## config.mk

```make
export PLATFORM = sky130hd
export DESIGN_NAME = phase_shift_sequencer
export DESIGN_NICKNAME = d
export VERILOG_FILES = /design/src/rtl/phase_shift_sequencer.sv
export SDC_FILE = /design/constraint.sdc
export NUM_CORES = 1
export LEC_CHECK = 0
export ABC_AREA = 1
export CORE_ASPECT_RATIO = 0.6
export CORE_MARGIN = 1
export CORE_UTILIZATION = 43
export CTS_CLUSTER_SIZE = 28
export DETAILED_ROUTE_END_ITERATION = 10
export PLACE_DENSITY_LB_ADDON = 0.25
export SYNTH_ARGS = -nofsm -noshare
export SYNTH_HDL_FRONTEND = slang
export SYNTH_SLANG_ARGS = --single-unit
```

## constraint.sdc

```tcl
create_clock -name i_clk -period 1.82 [get_ports i_clk]
set_clock_uncertainty 0.15 [all_clocks]
set_input_delay 0.182 -clock i_clk [delete_from_list [all_inputs] [get_ports i_clk]]
set_output_delay 0.182 -clock i_clk [all_outputs]
set_load 0.02 [all_outputs]
```

## src/rtl/phase_shift_sequencer.sv

```systemverilog
// Multi-PLL dynamic phase-shift sequencer: one held phasestep pulse per step, each closed by a phasedone low/high handshake.
// Defining PHASE_SHIFT_TIMEOUT_EN adds a per-step watchdog that aborts a step that never completes.
module phase_shift_sequencer #(
   parameter int NUM_PLLS       = 4,
   parameter int SEL_W          = 2,
   parameter int CNT_W          = 8,
   parameter int CNTSEL_W       = 5,
   parameter int STEP_HOLD      = 2,
   parameter int TIMEOUT_CYCLES = 1024
) (
   input  logic                i_clk,
   input  logic                i_rst,
   input  logic                i_valid,
   output logic                o_ready,
   input  logic [SEL_W-1:0]    i_pll_idx,
   input  logic [CNT_W-1:0]    i_steps,
   input  logic                i_updown,
   input  logic [CNTSEL_W-1:0] i_cntsel,
   input  logic [NUM_PLLS-1:0] i_phasedone,
   output logic [NUM_PLLS-1:0] o_phasestep,
   output logic                o_phaseupdown,
   output logic [CNTSEL_W-1:0] o_cntsel,
   output logic                o_busy,
   output logic [CNT_W-1:0]    o_steps_done,
   output logic                o_done,
   output logic                o_error
);

   typedef enum logic [1:0] {S_IDLE, S_STEP, S_WAIT_HIGH, S_DONE} state_t;

   localparam int PAD_W  = 1 << SEL_W;
   localparam int HOLD_W = $clog2(STEP_HOLD + 1);
   localparam logic [HOLD_W-1:0] HOLD_MIN = HOLD_W'(STEP_HOLD);

   state_t              state, state_n;
   logic [NUM_PLLS-1:0] pd_sync_p0, pd_sync_p1;
   logic [PAD_W-1:0]    pd_vec;
   logic                pd;
   logic [SEL_W-1:0]    idx_lat, idx_n;
   logic [CNT_W-1:0]    steps_lat, steps_n, done_cnt_n;
   logic                updown_n, error_n;
   logic [CNTSEL_W-1:0] cntsel_n;
   logic [HOLD_W-1:0]   hold_cnt, hold_n;

`ifdef PHASE_SHIFT_TIMEOUT_EN
   localparam int WD_W = $clog2(TIMEOUT_CYCLES + 1);
   localparam logic [WD_W-1:0] WD_LAST = WD_W'(TIMEOUT_CYCLES - 1);
   logic [WD_W-1:0] wd_cnt, wd_n;
   logic            wd_hit;
   assign wd_hit = ((state == S_STEP) || (state == S_WAIT_HIGH)) && (wd_cnt == WD_LAST);
`endif

   // Zero-padded so an out-of-range latched index never selects outside the vector.
   assign pd_vec = PAD_W'(pd_sync_p1);
   assign pd     = pd_vec[idx_lat];

   always_comb begin
      state_n    = state;
      idx_n      = idx_lat;
      steps_n    = steps_lat;
      updown_n   = o_phaseupdown;
      cntsel_n   = o_cntsel;
      done_cnt_n = o_steps_done;
      hold_n     = hold_cnt;
      error_n    = 1'b0;
      case (state)
         S_IDLE: begin
            if (i_valid) begin
               idx_n      = i_pll_idx;
               steps_n    = i_steps;
               updown_n   = i_updown;
               cntsel_n   = i_cntsel;
               done_cnt_n = '0;
               if (int'(i_pll_idx) >= NUM_PLLS) begin
                  state_n = S_DONE;
                  error_n = 1'b1;
               end else if (i_steps == '0) begin
                  state_n = S_DONE;
               end else begin
                  state_n = S_STEP;
               end
            end
         end
         S_STEP: begin
            if (hold_cnt < HOLD_MIN) hold_n = hold_cnt + 1'b1;
            if ((hold_cnt >= HOLD_MIN) && !pd) state_n = S_WAIT_HIGH;
         end
         S_WAIT_HIGH: begin
            if (pd) begin
               done_cnt_n = o_steps_done + 1'b1;
               state_n    = (done_cnt_n == steps_lat) ? S_DONE : S_STEP;
            end
         end
         S_DONE: state_n = S_IDLE;
         default: state_n = S_IDLE;
      endcase
      // Hold count starts at 1 so the first STEP cycle already counts toward STEP_HOLD.
      if ((state_n == S_STEP) && (state != S_STEP)) hold_n = HOLD_W'(1);
`ifdef PHASE_SHIFT_TIMEOUT_EN
      wd_n = wd_cnt;
      if ((state_n == S_STEP) && (state != S_STEP)) begin
         wd_n = '0;
      end else if ((state == S_STEP) || (state == S_WAIT_HIGH)) begin
         wd_n = wd_cnt + 1'b1;
      end
      if (wd_hit && (state_n != S_DONE)) begin
         state_n = S_DONE;
         error_n = 1'b1;
      end
`endif
   end

   always_ff @(posedge i_clk) begin
      if (i_rst) state <= S_IDLE;
      else       state <= state_n;
   end

   always_ff @(posedge i_clk) begin
      if (i_rst) begin
         o_ready       <= 1'b1;
         o_busy        <= 1'b0;
         o_phasestep   <= '0;
         o_phaseupdown <= 1'b0;
         o_cntsel      <= '0;
         o_steps_done  <= '0;
         o_done        <= 1'b0;
         o_error       <= 1'b0;
      end else begin
         o_ready       <= (state_n == S_IDLE);
         o_busy        <= (state_n != S_IDLE);
         o_phasestep   <= (state_n == S_STEP) ? (NUM_PLLS'(1) << idx_n) : '0;
         o_phaseupdown <= updown_n;
         o_cntsel      <= cntsel_n;
         o_steps_done  <= done_cnt_n;
         o_done        <= (state_n == S_DONE);
         o_error       <= error_n;
      end
   end

   // Synchroniser stages and request data; always rewritten before use, so no reset.
   always_ff @(posedge i_clk) begin
      pd_sync_p0 <= i_phasedone;
      pd_sync_p1 <= pd_sync_p0;
      idx_lat    <= idx_n;
      steps_lat  <= steps_n;
      hold_cnt   <= hold_n;
`ifdef PHASE_SHIFT_TIMEOUT_EN
      wd_cnt     <= wd_n;
`endif
   end

endmodule

```

==> results.md <==
- HP Class: in2reg
- Post-Place Cells: 322
- Post-synthesis sequential area ratio: 53.3%
- Synth unique cells: 25
- Post-DP HPWL: 2.91 mm
- Share of post-route cells with drive strength above 1: 17.9%
- MaxCap Viol Count: 0
- Post-Syn Nets: 247
- Non-Filler Instances: 332
- WP depth: 14
- Synthesized cell area: 1760 um2
- CTS tree: yes
- Clock root buffer: clkbuf_8
- Post-synthesis register bit count: 43
- Status: complete, but fails checks
- # nets final: 309
- # setup viols final: 1
- Port Buffer Count: 43
- Detailed-route DRC error count: 5
- Mux contribution to synthesized area: 0%
- Per-cell routed wire length: 11.9 um
- Compound-gate portion of the synthesized area: 7.09%
- Starting density of the core: 46.6%
- CTS sink count: 43
- CP max stage cell: dfxtp_4
- Hold path depth: 1
- Critical path's largest stage delay: 370 ps
- Syn Inst Count: 222
- Global route overflow: 0
- CTS H-tree lvls: 2
- Vias in the first global route: 1340
- Power Total: 2.42 mW
- Area grow syn2layout: 45.1%
- Worst endpoint required time: 1840 ps
- Maximum VDD drop: 0.606 mV
- Diodes inserted: 0
- Worst path top cell family by delay: simple AND/OR/NAND/NOR gates
- Simple-gate area share of the yosys netlist: 28.4%
- Hold_sp: i_phasedone[2]
- TritonRoute pass-1 iters: 7
- Maximum clock insertion buffer count: 2
- Buf/Inv on CP: 1
- Syn. warnings: 0
- Critical Path End Type: flop
- Adder-cell share of the synthesized area: 1.42%
- Max Slew Vio Count: 0
- Via Count: 1567
- Skew-Pair Late Insertion Delay: 290 ps
- Setup crit start kind: flop
- Total GRT Usage: 19.5%
- Die area: 4370 um2
- Reg2Reg Depth: 14
- PD cells: 946 nW/um2
- Synth Area per Inst: 7.95 um2
- RD Place Congestion: 0.872
- Die width: 84.7 um
- Failing checks: DRC, setup timing
- Die H: 51.6 um
- Crit path from: o_steps_done[1]$_SDFFE_PP0P_
- Largest family of logic cells by synthesized area: simple AND/OR/NAND/NOR gates
- Initial antenna violation count: 0
- # IOs: 45
- Final wirelength: 3.94 mm
- CORE AREA: 3790 um2
- Antenna Violating Nets Remaining: 0
- Min Tclk post-route: 1850 ps
- Final hold vios: 0
- FF-to-FF Start: o_steps_done[1]$_SDFFE_PP0P_
- Crit Path Class: reg2reg
- Global-route wire length before repair: 6.33 mm
- Routed vias/inst: 4.72
- Largest net degree at the start of global routing: 15
- Worst endpoint data arrival time: 1870 ps
- Fmax: 542 MHz
- Most used cell along the critical path: nand2_1
- Worst Slack Setup Final: -26.4 ps
- Final Cycle Share: 101%
- Clk slew on worst S/H paths: 80 ps
- Leakage: 1.10 nW
- CP cell instances: buf_6 > nand2_4 > nor2_4 > nand2_1 > nand2_1 > nand2_1 > nand2_1 > nand2_2 > nor2_2 > nand3_1 > nand2_1 > nand2_2 > a21oi_2 > nor2_1
- TNS Setup: -26.4 ps
- Core Rows: 17
- Crit Path Max Fanout: 5
- RSZ-0062 raised after global routing: true
- Hold_ws: 181 ps
- Post-Synth XOR/XNOR Area: 2.48%
- Filler cells: 323
- Iter 0 DRT Violations: 100
- Num CTS Buffers: 5
- Area occupied by multi-input gates: 763 um2
- Register area: 955 um2
[worst register-to-register path, cell delays in order (launching register included)]
cell and delay (ps):
dfxtp_4 370, buf_6 100, nand2_4 60, nor2_4 160, nand2_1 80, nand2_1 80
nand2_1 70, nand2_1 80, nand2_2 60, nor2_2 70, nand3_1 60, nand2_1 70
nand2_2 90, a21oi_2 160, nor2_1 60
[routing by layer]
layer / global-route usage (%) / vias up / wire length [um]
met5: 0 / - / 0
met4: 6.78 / 0 / 35
met3: 4.44 / 5 / 317
met2: 26.4 / 54 / 1510
met1: 29.8 / 683 / 2080
li1: - / 825 / -
[timing repair]
action	4_1_cts	5_1_grt
resized for setup	7	18
setup endpoints to repair	1	11
hold buffers	0	0
buffers inserted	0	2
pin swaps	2	10
[per-stage QoR]
step | setup slack (ps) | util, % | instance area [um2]
2_1_floorplan | 17.8 | - | 1770
3_3_place_gp | 18.3 | 61.8 | 2340
5_1_grt | -108 | 67.6 | 2560
4_1_cts | -2.90 | 65.8 | 2490
6_report | -26.4 | 67.6 | 2560
3_5_place_dp | 0.745 | 61.8 | 2340
[synth_stat cells]
cell type  count  area [um2]
nor2_2         6        37.5
clkinv_1       1        3.75
a21oi_1        8        40.0
xor2_1         3        26.3
nor2_1        28         105
nand2_2        3        18.8
buf_2          1        5.00
nand4_1        2        12.5
nand3b_1       1        7.51
nand3_1       18        90.1
nor4_1         2        12.5
o21bai_1       1        7.51
xnor2_1        2        17.5
dfxtp_1       35         701
nand3_2        1        10.0
inv_1         27         101
ha_1           2        25.0
nand2_1       55         206
o21ai_2        1        8.76
conb_1         1        3.75
a21oi_2        1        8.76
buf_4          1        7.51
o21ai_0       12        60.1
edfxtp_1       8         240
clkbuf_1       2        7.51
[final timing paths]
path / slack (ps) / end
worst max-delay path: -30 / o_ready$_SDFF_PP1_
worst min-delay path: 180 / pd_sync_p0[2]$_DFF_P_
worst max register to register: -30 / o_ready$_SDFF_PP1_
worst min register to register: 180 / pd_sync_p1[2]$_DFF_P_
[kinds of logic after synthesis]
kind of cell,Yosys count
xor gates and xnor gates,5
and+or+nand+nor,116
buffers and inverters,32
AOI/OAI and AO/OA,23
DFF,43
other,1
adders and majority gates,2
[layout by cell type (no fill, tap or decap), types with 2 or more instances in the layout]
master / n
nand2_2: 6
xor2_1: 3
a21oi_1: 8
nand3_1: 15
nand3_2: 3
inv_1: 25
nor2_1: 28
o21ai_0: 11
clkdlybuf4s50_1: 42
clkbuf_8: 6
dfxtp_4: 3
dfxtp_2: 2
nand2_1: 51
nand4_1: 2
edfxtp_1: 8
nor4_1: 2
buf_4: 15
nor2_2: 3
xnor2_1: 2
nor2_4: 3
dfxtp_1: 30
[registers in the layout (all words and copies together), names as in the netlist]
register	flops
idx_lat	2
o_steps_done	8
o_done	1
o_ready	1
state	2
o_phaseupdown	1
o_cntsel	5
o_phasestep	4
o_busy	1
steps_lat	8
pd_sync_p1	4
hold_cnt	2
pd_sync_p0	4
[where the power goes]
group	internal (mW)	total, mW	switching [mW]
clock network	0.444	0.757	0.314
logic	0.238	0.535	0.297
registers	1.08	1.13	0.0497
total	1.76	2.42	0.660
[area by class of cell]
type	count	share of cell area, %
clock buffer	6	3.23
multi-input combinational	147	29.8
timing repair buffer	59	21.7
tap	47	2.30
inverter	28	4.25
clock inverter	2	1.37
sequential	43	37.3
Power figures use the tool's default switching activity.
